`config.mk`:
```
export PLATFORM = sky130hd
export DESIGN_NAME = uart_tx_arbiter
export DESIGN_NICKNAME = d
export VERILOG_FILES = /design/src/rtl/uart_tx_arbiter.sv
export SDC_FILE = /design/constraint.sdc
export NUM_CORES = 1
export LEC_CHECK = 0
export ABC_AREA = 1
export BUFFER_PORTS_ARGS = -buffer_cell sky130_fd_sc_hd__clkbuf_2
export CAP_MARGIN = 20
export CORE_MARGIN = 2
export CORE_UTILIZATION = 50
export CTS_CLUSTER_DIAMETER = 120
export CTS_CLUSTER_SIZE = 25
export DETAILED_ROUTE_END_ITERATION = 8
export GPL_ROUTABILITY_DRIVEN = 1
export GPL_TIMING_DRIVEN = 1
export PLACE_DENSITY_LB_ADDON = 0.15
export REMOVE_ABC_BUFFERS = 1
export SLEW_MARGIN = 0
export SYNTH_ARGS = -nofsm -noshare
export SYNTH_HDL_FRONTEND = slang
export SYNTH_SLANG_ARGS = --single-unit
```
`constraint.sdc`:
```
create_clock -name clk -period 2.5 [get_ports clk]
set_input_delay 0.375 -clock clk [delete_from_list [all_inputs] [get_ports clk]]
set_output_delay 0.375 -clock clk [all_outputs]
set_load 0.1 [all_outputs]
```
`src/rtl/uart_tx_arbiter.sv`:
```
// Round-robin arbiter that shares one UART transmitter among NREQ requesters.
// It latches the winning byte, holds tx_start, then waits for tx_done or the watchdog.
module uart_tx_arbiter #(
  parameter int NREQ       = 4,
  parameter int DWIDTH     = 8,
  parameter int START_HOLD = 16,
  parameter int TIMEOUT    = 4096
) (
  input  logic                   clk,
  input  logic                   rst,
  input  logic [NREQ-1:0]        req,
  input  logic [NREQ*DWIDTH-1:0] req_data,
  output logic [NREQ-1:0]        gnt,
  output logic [NREQ-1:0]        done,
  output logic                   tx_start,
  output logic [DWIDTH-1:0]      tx_data,
  input  logic                   tx_done,
  output logic                   busy,
  output logic                   timeout_err
);

  localparam int PW = $clog2(NREQ);
  localparam int HW = (START_HOLD > 1) ? $clog2(START_HOLD) : 1;
  localparam int TW = (TIMEOUT > 1) ? $clog2(TIMEOUT) : 1;
  localparam logic [HW-1:0] HOLD_LAST = HW'(START_HOLD - 1);
  localparam logic [TW-1:0] WD_LAST   = TW'(TIMEOUT - 1);
  localparam logic [PW-1:0] PTR_RST   = PW'(NREQ - 1);

  typedef enum logic [1:0] {
    IDLE,
    START,
    WAIT
  } state_t;

  state_t              state_q, state_d;
  logic [PW-1:0]       ptr_q, ptr_d;
  logic [PW-1:0]       owner_q, owner_d;
  logic [HW-1:0]       hold_cnt_q, hold_cnt_d;
  logic [TW-1:0]       wd_cnt_q, wd_cnt_d;
  logic [DWIDTH-1:0]   tx_data_q, tx_data_d;
  logic [NREQ-1:0]     gnt_q, gnt_d;
  logic [NREQ-1:0]     done_q, done_d;
  logic                timeout_err_q, timeout_err_d;
  logic                tx_done_q, tx_done_d;

  logic                done_rise;
  logic                found;
  logic [PW-1:0]       winner;
  logic [PW-1:0]       idx;
  logic [DWIDTH-1:0]   req_bytes [NREQ];

  for (genvar i = 0; i < NREQ; i++) begin : g_bytes
    assign req_bytes[i] = req_data[i*DWIDTH +: DWIDTH];
  end

  assign done_rise = tx_done & ~tx_done_q;

  // Scan starts just after the last owner so every requester gets a fair turn.
  always_comb begin
    winner = '0;
    found  = 1'b0;
    idx    = '0;
    for (int k = 1; k <= NREQ; k++) begin
      idx = PW'((int'(ptr_q) + k) % NREQ);
      if (!found && req[idx]) begin
        winner = idx;
        found  = 1'b1;
      end
    end
  end

  always_comb begin
    state_d       = state_q;
    ptr_d         = ptr_q;
    owner_d       = owner_q;
    hold_cnt_d    = hold_cnt_q;
    wd_cnt_d      = wd_cnt_q;
    tx_data_d     = tx_data_q;
    gnt_d         = '0;
    done_d        = '0;
    timeout_err_d = 1'b0;
    tx_done_d     = tx_done;

    case (state_q)
      IDLE: begin
        if (found) begin
          owner_d        = winner;
          tx_data_d      = req_bytes[winner];
          gnt_d[winner]  = 1'b1;
          hold_cnt_d     = '0;
          state_d        = START;
        end
      end
      START: begin
        if (hold_cnt_q == HOLD_LAST) begin
          wd_cnt_d = '0;
          state_d  = WAIT;
        end else begin
          hold_cnt_d = hold_cnt_q + 1'b1;
        end
      end
      WAIT: begin
        wd_cnt_d = wd_cnt_q + 1'b1;
        // A completion arriving on the last watchdog cycle still counts as success.
        if (done_rise) begin
          done_d[owner_q] = 1'b1;
          ptr_d           = owner_q;
          state_d         = IDLE;
        end else if (wd_cnt_q == WD_LAST) begin
          timeout_err_d = 1'b1;
          ptr_d         = owner_q;
          state_d       = IDLE;
        end
      end
      default: begin
        state_d = IDLE;
      end
    endcase
  end

  always_ff @(posedge clk) begin
    if (rst) begin
      state_q       <= IDLE;
      ptr_q         <= PTR_RST;
      owner_q       <= '0;
      hold_cnt_q    <= '0;
      wd_cnt_q      <= '0;
      tx_data_q     <= '0;
      gnt_q         <= '0;
      done_q        <= '0;
      timeout_err_q <= 1'b0;
      tx_done_q     <= 1'b0;
    end else begin
      state_q       <= state_d;
      ptr_q         <= ptr_d;
      owner_q       <= owner_d;
      hold_cnt_q    <= hold_cnt_d;
      wd_cnt_q      <= wd_cnt_d;
      tx_data_q     <= tx_data_d;
      gnt_q         <= gnt_d;
      done_q        <= done_d;
      timeout_err_q <= timeout_err_d;
      tx_done_q     <= tx_done_d;
    end
  end

  assign gnt         = gnt_q;
  assign done        = done_q;
  assign tx_data     = tx_data_q;
  assign timeout_err = timeout_err_q;
  assign tx_start    = (state_q == START);
  assign busy        = (state_q != IDLE);

endmodule
```
* Yosys cells after proc, flatten, opt, wreduce, memory -nomap -nowiden
Index checks and enable logic that the tools add are counted.
Storage, ports and cells: word-level logic and storage cells 97, bits in registers 40, bits of input ports 39
Cells by class: order comparisons 9, eq/ne operators 8, bitwise operators 7, reductions and logical operators 21, add/sub/neg operators 6, multiplexer cells 36
Operators by type and width (count):
- case mux 12 bit (2 select lines) | 1
- two-way mux 2 bit | 10
- < comparator 2 x 3 -> 1 bit, second input constant | 6
- binary-select mux 8 bit (select 2 bit) | 1
- two-way mux 8 bit | 2
- adder 12 x 1 -> 12 bit, second input constant | 1
- equality test 12 bit, second input constant | 1
- two-way mux 12 bit | 1
- two-way mux 1 bit | 11
- OR reduction 3 bit | 3
- binary-select mux 1 bit (select 2 bit) | 4
- two-way mux 4 bit | 2
- case mux 4 bit (2 select lines) | 1
- nonzero test 2 bit | 4
- case mux 2 bit (3 select lines) | 1
- AND reduction 2 bit | 3
- AND reduction 3 bit | 2
- logical AND 1 bit | 5
- inverter 1 bit | 5
- adder 2 x 1 -> 2 bit, second input constant | 2
- adder 2 bit, second input constant | 2
- adder 4 x 1 -> 4 bit, second input constant | 1
- demux 1 bit (select 2 bit) | 2
- equality test 4 bit, second input constant | 1
- other kinds (11) | 15

* Longest topological paths before layout
Gate-level depths: netlist (run 1).
depth after elaboration 17, depth in mapped cells 18

* Least setup slack after synthesis (run 1)
No wires, ideal clock.
path type register to register, from reg state_q[0], to reg wd_cnt_q[3], slack -0.147 ns, setup time 0.058 ns, arrival time 2.589 ns, data required time 2.442 ns, stages on the path, launching flop included 9, cells stage by stage dfxtp_1 -> inv_1 -> nor2_1 -> nand2_1 -> inv_1 -> nor2_1 -> o21ai_0 -> nand4_1 -> inv_1
Between the ends: word-level cells in the longest chain between the ends 3, elaborated cells on any way between the ends 6, classes of those cells 3 x eq/ne; 1 x mux; 2 x reduce/logical
Ends and longest elaborated chain:
- start, declared | RTL line 35 | state_t state_q, state_d;
- start signal, assigned | RTL line 134 | state_q <= state_d;
- equality test 2 x 1 -> 1 bit (*)
- named net tx_start | RTL line 15 | output logic tx_start,
- inequality test 2 x 1 -> 1 bit (no source line) or nonzero test 2 bit (tied branches)
- AND reduction 2 bit (no source line)
- end signal, assigned | RTL line 138 | wd_cnt_q <= wd_cnt_d;
- end, declared | RTL line 39 | logic [TW-1:0] wd_cnt_q, wd_cnt_d;
Mark *: on every way through the listed nets, which the timed path passes. The rest lies on a longest branch. A chain may end at the register's enable or synchronous reset.

* Worst setup path in the final report (run 1)
from reg ptr_q[0], to reg tx_data_q[6] (netlist: tx_data[6])
Between the ends: word-level cells in the longest chain between the ends 17, elaborated cells on any way between the ends 31, classes of those cells 4 x add/sub; 19 x mux; 1 x bitwise; 7 x reduce/logical
Ends and longest elaborated chain:
- start, declared | RTL line 36 | logic [PW-1:0] ptr_q, ptr_d;
- start signal, assigned | RTL line 135 | ptr_q <= ptr_d;
- adder 2 x 1 -> 2 bit | RTL line 64 | idx = PW'((int'(ptr_q) + k) % NREQ);
- binary-select mux 1 bit (select 2 bit) | RTL line 65 | if (!found && req[idx]) begin
- two-way mux 1 bit (implied by the code) | RTL line 65
- two-way mux 1 bit | RTL line 65
- logical NOT 1 bit | RTL line 65
- logical AND 1 bit | RTL line 65
- two-way mux 1 bit | RTL line 65
- logical NOT 1 bit | RTL line 65
- logical AND 1 bit | RTL line 65
- two-way mux 1 bit | RTL line 65
- logical NOT 1 bit | RTL line 65
- logical AND 1 bit | RTL line 65
- two-way mux 2 bit | RTL line 65
- inverter 2 -> 3 bit (implied by the code) | RTL line 88 | tx_data_d = req_bytes[winner];
- binary-select mux 8 bit (select 2 bit) | RTL line 88
- two-way mux 8 bit (implied by the code) (2 in a row) | RTL line 88
- end signal, assigned | RTL line 139 | tx_data_q <= tx_data_d;
- end, declared | RTL line 40 | logic [DWIDTH-1:0] tx_data_q, tx_data_d;
Several ways; a longest one is shown, not always the timed one. The select of a mux whose other input is x is not followed.

==> results of run 1 <==
kinds of logic after synthesis:
| group | synth area share (%) |
|---|---|
| compound gates | 9.38 |
| fa+ha+maj | 1.14 |
| buf+inv | 9.44 |
| flops | 36.4 |
| simple gates | 43.7 |
cell type report:
| class | instances | area, µm² |
|---|---|---|
| clock buffer | 6 | 82.6 |
| timing repair buffer | 58 | 293 |
| sequential | 40 | 801 |
| fill | 406 | 1710 |
| tap | 52 | 65.1 |
| clock inverter | 2 | 15.0 |
| inverter | 35 | 136 |
| multi-input combinational | 232 | 1190 |
power by group:
| part | internal, W | switching [W] | leakage, nW |
|---|---|---|---|
| clock network | 0.000223 | 0.000226 | 0.0434 |
| registers | 0.000661 | 0.0000133 | 0.326 |
| logic | 0.0000813 | 0.000269 | 0.885 |
per-layer routing:
layer / global-route usage (%) / vias to the layer above / share of wire, %
met4: 2.78 / 0 / 0.36
met1: 27.6 / 953 / 50
met3: 4.91 / 2 / 6.0
met5: 0 / - / 0
met2: 30.2 / 57 / 43
li1: - / 1158 / -
worst max path at each step:
stage	end	slack (ps)	depth (start not counted)
6_report	tx_data[6]$_SDFFE_PP0P_	390	14
5_1_grt	tx_data[6]$_SDFFE_PP0P_	30	14
4_1_cts	tx_data[7]$_SDFFE_PP0P_	390	14
3_5_place_dp	tx_data[4]$_SDFFE_PP0P_	410	14
3_3_place_gp	tx_data[2]$_SDFFE_PP0P_	470	14
2_1_floorplan	wd_cnt_q[3]$_SDFFE_PP0P_	-150	8
metrics by stage:
stage / setup slack, ps / instance area (µm²)
3_5_place_dp: 408 / 2490
2_1_floorplan: -152 / 2130
5_1_grt: 28.4 / 2580
6_report: 391 / 2580
3_3_place_gp: 467 / 2490
4_1_cts: 385 / 2580
flip-flops by register name (all words and copies together), names as in the netlist:
name	count
hold_cnt_q	4
ptr_q	2
done	4
owner_q	2
tx_done_q	1
wd_cnt_q	12
tx_data	8
state_q	2
timeout_err	1
gnt	4
placed cells by master (no fill, tap or decap), drive strengths merged, types with 4 or more instances in the layout:
cell type   n
nand2      91
clkbuf     63
dfxtp      40
nand3      39
nor2       38
inv        35
o21ai      15
nor3       11
nand4      10
a21oi       6
o22ai       4
worst max-delay path, stage by stage, from the launching register on:
cell	delay, ps
dfxtp_1	560
inv_6	90
nand2_1	70
nand2_1	80
nand2_1	80
nand2_2	70
nand2_1	80
nand2_1	50
nand2_1	90
nand3_2	340
nor2_4	300
nand2_1	70
nand2_1	60
nor2_1	50
nor2_1	80
==> results.md, run 1 <==
- Status: complete, no violations
- Io pins: 58
- Reg clk slew, reported paths: 80 ps
- Reg2reg end: tx_data[6]$_SDFFE_PP0P_
- Clock latency on the worst-skew pair: 280 ps
- Share of the synthesized area in the top cell type: 36.4%
- CTS sink count: 40
- Final setup viols: 0
- Post-CTS sizing: 0
- Cell accounting for the most synthesized area: dfxtp_1
- Cell row count: 24
- Area Overhead vs Synth: 17.5%
- Max FO, Critical Path: 19
- Ant diodes: 0
- Crit share post-route: 84.4%
- Final core occ: 60.2%
- Starting Density: 51.3%
- Routed vias: 2170
- H-Tree Depth: 2
- Max cap viols: 0
- TNS Setup: 0 ps
- Drt total wl: 4.70 mm
- IO buf count: 57
- First DRT Iteration DRCs: 120
- CTS hold repair buffers: 0
- Synth Instances: 316
- Most instantiated cells after synthesis: nand2_1 (77), dfxtp_1 (40), nor2_1 (34)
- Mean area per synthesized cell: 6.96 µm²
- DR pass1 iterations: 4
- Post-synthesis cell area: 2200 µm²
- Crit end category: flop
- Core Area: 4290 µm²
- CTS Buffer Depth: 2
- Post-CTS Setup Bufs: 0
- Routability cong.: 0.815
- GRT overflow: 0
- Layout Skew: 8.48 ps
- Post-DR wirelength/cell: approximately 11 µm
- R2R Path Start: ptr_q[0]$_SDFFE_PP1P_
- R2r worst-path depth: 14
- Yosys reg bits: 40
- Crit path launch type: flop
- Root Buffer Master: clkbuf_8
- Worst path required time: 2720 ps
- Layout cells sized above 1: between 20% and 30%
- Arr. time, crit path: 2330 ps
- Final hold violations: 0
- Pleak: 1.25 nW
- Final Max Tran Viols: 0
- Yosys warnings: 0
- RSZ-0062 raised after global routing: no
- Hold depth: 3
- Dpl hpwl: 3.59 mm
- GRT Util Overall: between 15 and 20%
- Die area: 4950 µm²
- Final-stage net count: 413
- Top FF cell, synth: dfxtp_1
- Post-route total power: around 0.0015 W
- Total CTS buffers: 5
- Largest net degree at the start of global routing: 21
- PD cells: around 570 nW/µm²
- Min Hold Slack: 310 ps
- Ys async rst share: 0%
- CTS tree: done
- Sequential area share after synthesis: 36.4%
- Hold Crit Start: tx_done
- Max Clock Freq: 0.474 GHz
- Hold endpoint: tx_done_q$_SDFF_PP0_
- Max_slew headroom: 61.9%
- Final routed DRC violation total: 0
- Crit path from: ptr_q[0]$_SDFFE_PP1P_
- Non-Filler Instances: 425
- Chip width: roughly 70 µm
- Placed Cells: 417
- Vias in the first global route: 1899
- Peak supply drop: 540 µV
- Worst-Margin Slew: 571 ps
- Hold WC Path Type: in2reg
- Top cells by area, synth: dfxtp_1 (36%), nand2_1 (13%), nand3_1 (6.6%)
- Number of flops mapped to enable cells by yosys: 0
- Initial antenna violation count: 0
- Post-route ant nets: 0
- First-pass GRT wire length: 8.02 mm
- Die height: 70.3 µm
- CP Class: reg2reg
- Final min period: 2110 ps
- R2R setup slack: 390 ps
- Cell variety after synth: 31
- Most common cell in the synthesized netlist: nand2_1
- Post-DR vias/cell: 5.11
No activity file was read; power rests on OpenSTA's default activity.
==> run 2: changes to the inputs <==
ABC_AREA = 0   (was 1)
CORE_UTILIZATION = 46   (was 50)
clock period = 1.8 ns   (was 2.5 ns; I/O delays follow)
==> run 2 against run 1 <==
Compared with the run above: power up 42%; die area down 1.5%; sequential cell count unchanged; global-route usage up 0.17 points; routed wire length down 1.4%; highest routed layer unchanged; final area down 5.1%; largest power group unchanged; core utilization down 0.16 points; fmax up 34%; first-iteration DRC count up 6.7%; critical endpoint is now wd_cnt_q[4]$_SDFFE_PP0P_; combinational power up 27%; clock power up 59%.
==> results.md, run 2 <==
- Reg clk slew, reported paths: 80 ps (about the same)
- Final min period: 1570 ps (was 2110 ps)
- IO buf count: 57 (unchanged)
- Crit end category: flop (unchanged)
- Leading cell types in the layout, fill and taps excluded: clkbuf_2 (56), dfxtp_1 (40), nand2_1 (23) (was nand2_1 (77), clkbuf_2 (57), dfxtp_1 (40))
- H-Tree Depth: 2 (unchanged)
- Post-route total power: 0.00210 W (was 0.00147 W)
- Layout cells sized above 1: 28.5% (was 26.8%)
- Mux contribution to synthesized area: 5.03% (was 0%)
- Top reg by flops: wd_cnt_q (unchanged)
- Post-DR vias/cell: 5.41 (was 5.11)
- Ant diodes: 0 (unchanged)
- Min Hold Slack: 214 ps (was 310 ps)
- Pleak: 1.05 nW (was 1.25 nW)
- Final setup viols: 0 (unchanged)
- Dpl hpwl: 3.50 mm (was 3.59 mm)
- Top FF cell, synth: dfxtp_1 (unchanged)
- CTS Buffer Depth: 2 (unchanged)
- First-pass GRT wire length: 7.92 mm (was 8.02 mm)
- Most common cell after layout, fill and taps aside: clkbuf_2 (was nand2_1)
- Starting Density: 48.7% (was 51.3%)
- Max cap viols: 0 (unchanged)
- Final setup margin: 226 ps (was 391 ps)
- Top cells by area, synth: dfxtp_1 (40%), mux2i_1 (5.0%), and4_1 (4.8%) (was dfxtp_1 (36%), nand2_1 (13%), nand3_1 (6.6%))
- Cell row count: 23 (was 24)
- Final-stage net count: 338 (was 413)
- Cell variety after synth: 44 (was 31)
- Yosys warnings: 0 (unchanged)
- Area of the multi-input gates: 1120 µm² (was 1190 µm²)
- Core Area: 4090 µm² (was 4290 µm²)
- Setup WS pre-CTS: -10.9 ps (was 408 ps)
- Crit path launch type: flop (unchanged)
- Mean area per synthesized cell: 8.44 µm² (was 6.96 µm²)
- Largest net degree at the start of global routing: 19 (was 21)
- GRT overflow: 0 (unchanged)
- Sequential area share after synthesis: 40.2% (was 36.4%)
- Routed vias: 1882 (was 2170)
- Root Buffer Master: clkbuf_8 (unchanged)
- Worst-Margin Slew: 635 ps (was 571 ps)
- Crit share post-route: 87.4% (was 84.4%)
- Post-route ant nets: 0 (unchanged)
- Die area: 4870 µm² (was 4950 µm²)
- First DRT Iteration DRCs: 128 (was 120)
- Most common cell in the synthesized netlist: dfxtp_1 (was nand2_1)
- Routability cong.: 0.823 (was 0.815)
- Cell accounting for the most synthesized area: dfxtp_1 (unchanged)
- Post-synthesis cell area: 1990 µm² (was 2200 µm²)
- Max FO, Critical Path: 5 (was 19)
- Final Max Tran Viols: 0 (unchanged)
- CTS tree: done (unchanged)
- CP Class: reg2reg (unchanged)
- Post-DR wirelength/cell: 13.3 µm (was 11.1 µm)
- Clock latency on the worst-skew pair: 290 ps (was 280 ps)
- Vias in the first global route: 1774 (was 1899)
- CTS hold repair buffers: 0 (unchanged)
- Post-DP Area: 2340 µm² (was 2490 µm²)
- Simple-Gate Fraction of Synth Area: 29.1% (was 43.7%)
- GRT Util Overall: 19.5% (was 19.4%)
- PD cells: 854 nW/µm² (was 570 nW/µm²)
- Final core occ: 60.0% (was 60.2%)
- Share of the synthesized area in the top cell type: 40.2% (was 36.4%)
- Die height: 69.8 µm (was 70.3 µm)
- Total CTS buffers: 5 (unchanged)
- Arr. time, crit path: 1750 ps (was 2330 ps)
- Number of flops mapped to enable cells by yosys: 0 (unchanged)
- Io pins: 58 (unchanged)
- Synth Instances: 236 (was 316)
- Fillers: 379 (was 406)
- RSZ-0062 raised after global routing: no (unchanged)
- Peak supply drop: 452 µV (was 540 µV)
- Initial antenna violation count: 0 (unchanged)
- Final hold violations: 0 (unchanged)
- Area Overhead vs Synth: 23.2% (was 17.5%)
- Final Cell Area: 2450 µm² (was 2580 µm²)
- Final routed DRC violation total: 0 (unchanged)
- Status: complete, no violations (unchanged)
- CTS sink count: 40 (unchanged)
- Register Area: 801 µm² (unchanged)
- Hold WC Path Type: in2reg (unchanged)
- Most instantiated cells after synthesis: dfxtp_1 (40), nand2_1 (23), nor2_1 (21) (was nand2_1 (77), dfxtp_1 (40), nor2_1 (34))
- Post-synthesis xor/xnor area fraction: 0.440% (was 0%)
- Ys async rst share: 0% (unchanged)
- Chip width: 69.8 µm (was 70.3 µm)
- DR pass1 iterations: 4 (unchanged)
- Post-synthesis compound-gate area fraction: 19.8% (was 9.38%)
- Yosys reg bits: 40 (unchanged)
- Max FFs per register: 12 (unchanged)
- Combinational family with the most area after synthesis: simple AND/OR/NAND/NOR gates (unchanged)
- Max Clock Freq: 0.635 GHz (was 0.474 GHz)
- R2R setup slack: 230 ps (was 390 ps)
- Layout Skew: 5.60 ps (was 8.48 ps)
- Worst path required time: 1980 ps (was 2720 ps)
- Max_slew headroom: 57.7% (was 61.9%)
- Synth Area in Adders: 1.26% (was 1.14%)
- Drt total wl: 4.63 mm (was 4.70 mm)
[run 2: cell count changes after synthesis, sizes merged, moves of 6 or more]
cell / delta
a21oi: +7
and4: +11
inv: -24
mux2i: +10
nand2: -68
nand2b: +6
nand3: -31
nor2: -14
o211ai: +7
[run 2: path summary, 6_finish.rpt]
path,from,cells past startpoint,endpoint
hold / removal,tx_done,2,tx_done_q$_SDFF_PP0_
setup reg to reg,hold_cnt_q[0]$_SDFFE_PP0P_,6,wd_cnt_q[4]$_SDFFE_PP0P_
hold reg to reg,tx_data[6]$_SDFFE_PP0P_,2,tx_data[6]$_SDFFE_PP0P_
setup / recovery,hold_cnt_q[0]$_SDFFE_PP0P_,6,wd_cnt_q[4]$_SDFFE_PP0P_
[run 2: layout make-up]
cell class                      instances  share of cell area (%)
Timing Repair Buffer                   62                    13.3
Inverter                               11                    1.68
Clock buffer                            6                    2.96
Clock inverter                          2                    1.43
Sequential cell                        40                    32.6
Tap cell                               50                    2.55
Multi-Input combinational cell        177                    45.5
[run 2: where the power goes]
part | leakage, nW | total, W | switching (W) | internal [W]
clock | 0.0552 | 0.000715 | 0.000303 | 0.000411
sequential | 0.325 | 0.000937 | 0.0000197 | 0.000917
combinational | 0.671 | 0.000445 | 0.000325 | 0.000120
[run 2: metrics by stage]
| stage | setup TNS, ps | std cells |
|---|---|---|
| floorplan | -247 | 228 |
| global placement | 0 | 340 |
| detailed placement | -20.5 | 340 |
| CTS | 0 | 348 |
| global route | 0 | 348 |
| finish | 0 | 348 |
[run 2: worst max-delay path, stage by stage (launching register included)]
cell and delay [ps]:
dfxtp_1 370, ha_1 200, nand3_1 120, and2_1 230, a21oi_1 310, a21bo_2 190, a21oi_1 50
[run 2: per-layer routing]
| metal | vias to the layer above | track usage (%) | share of wire, % |
|---|---|---|---|
| met5 | - | 0 | 0 |
| met1 | 851 | 27.1 | 50 |
| met4 | 0 | 5.13 | 0.82 |
| met2 | 39 | 31.4 | 46 |
| li1 | 987 | - | - |
| met3 | 5 | 3.34 | 3.0 |
[run 2: timing repair]
| item | in CTS | in global routing |
|---|---|---|
| gates resized for setup | 0 | 1 |
| setup endpoints to repair | 0 | 8 |
| hold endpoints to repair | 0 | 0 |
| setup buffers | 0 | 0 |
[run 2: cells by family after synthesis]
group	Yosys count
fa+ha+maj	2
simple gates	105
xor+xnor	1
flops	40
buf+inv	19
mux	10
compound gates	59
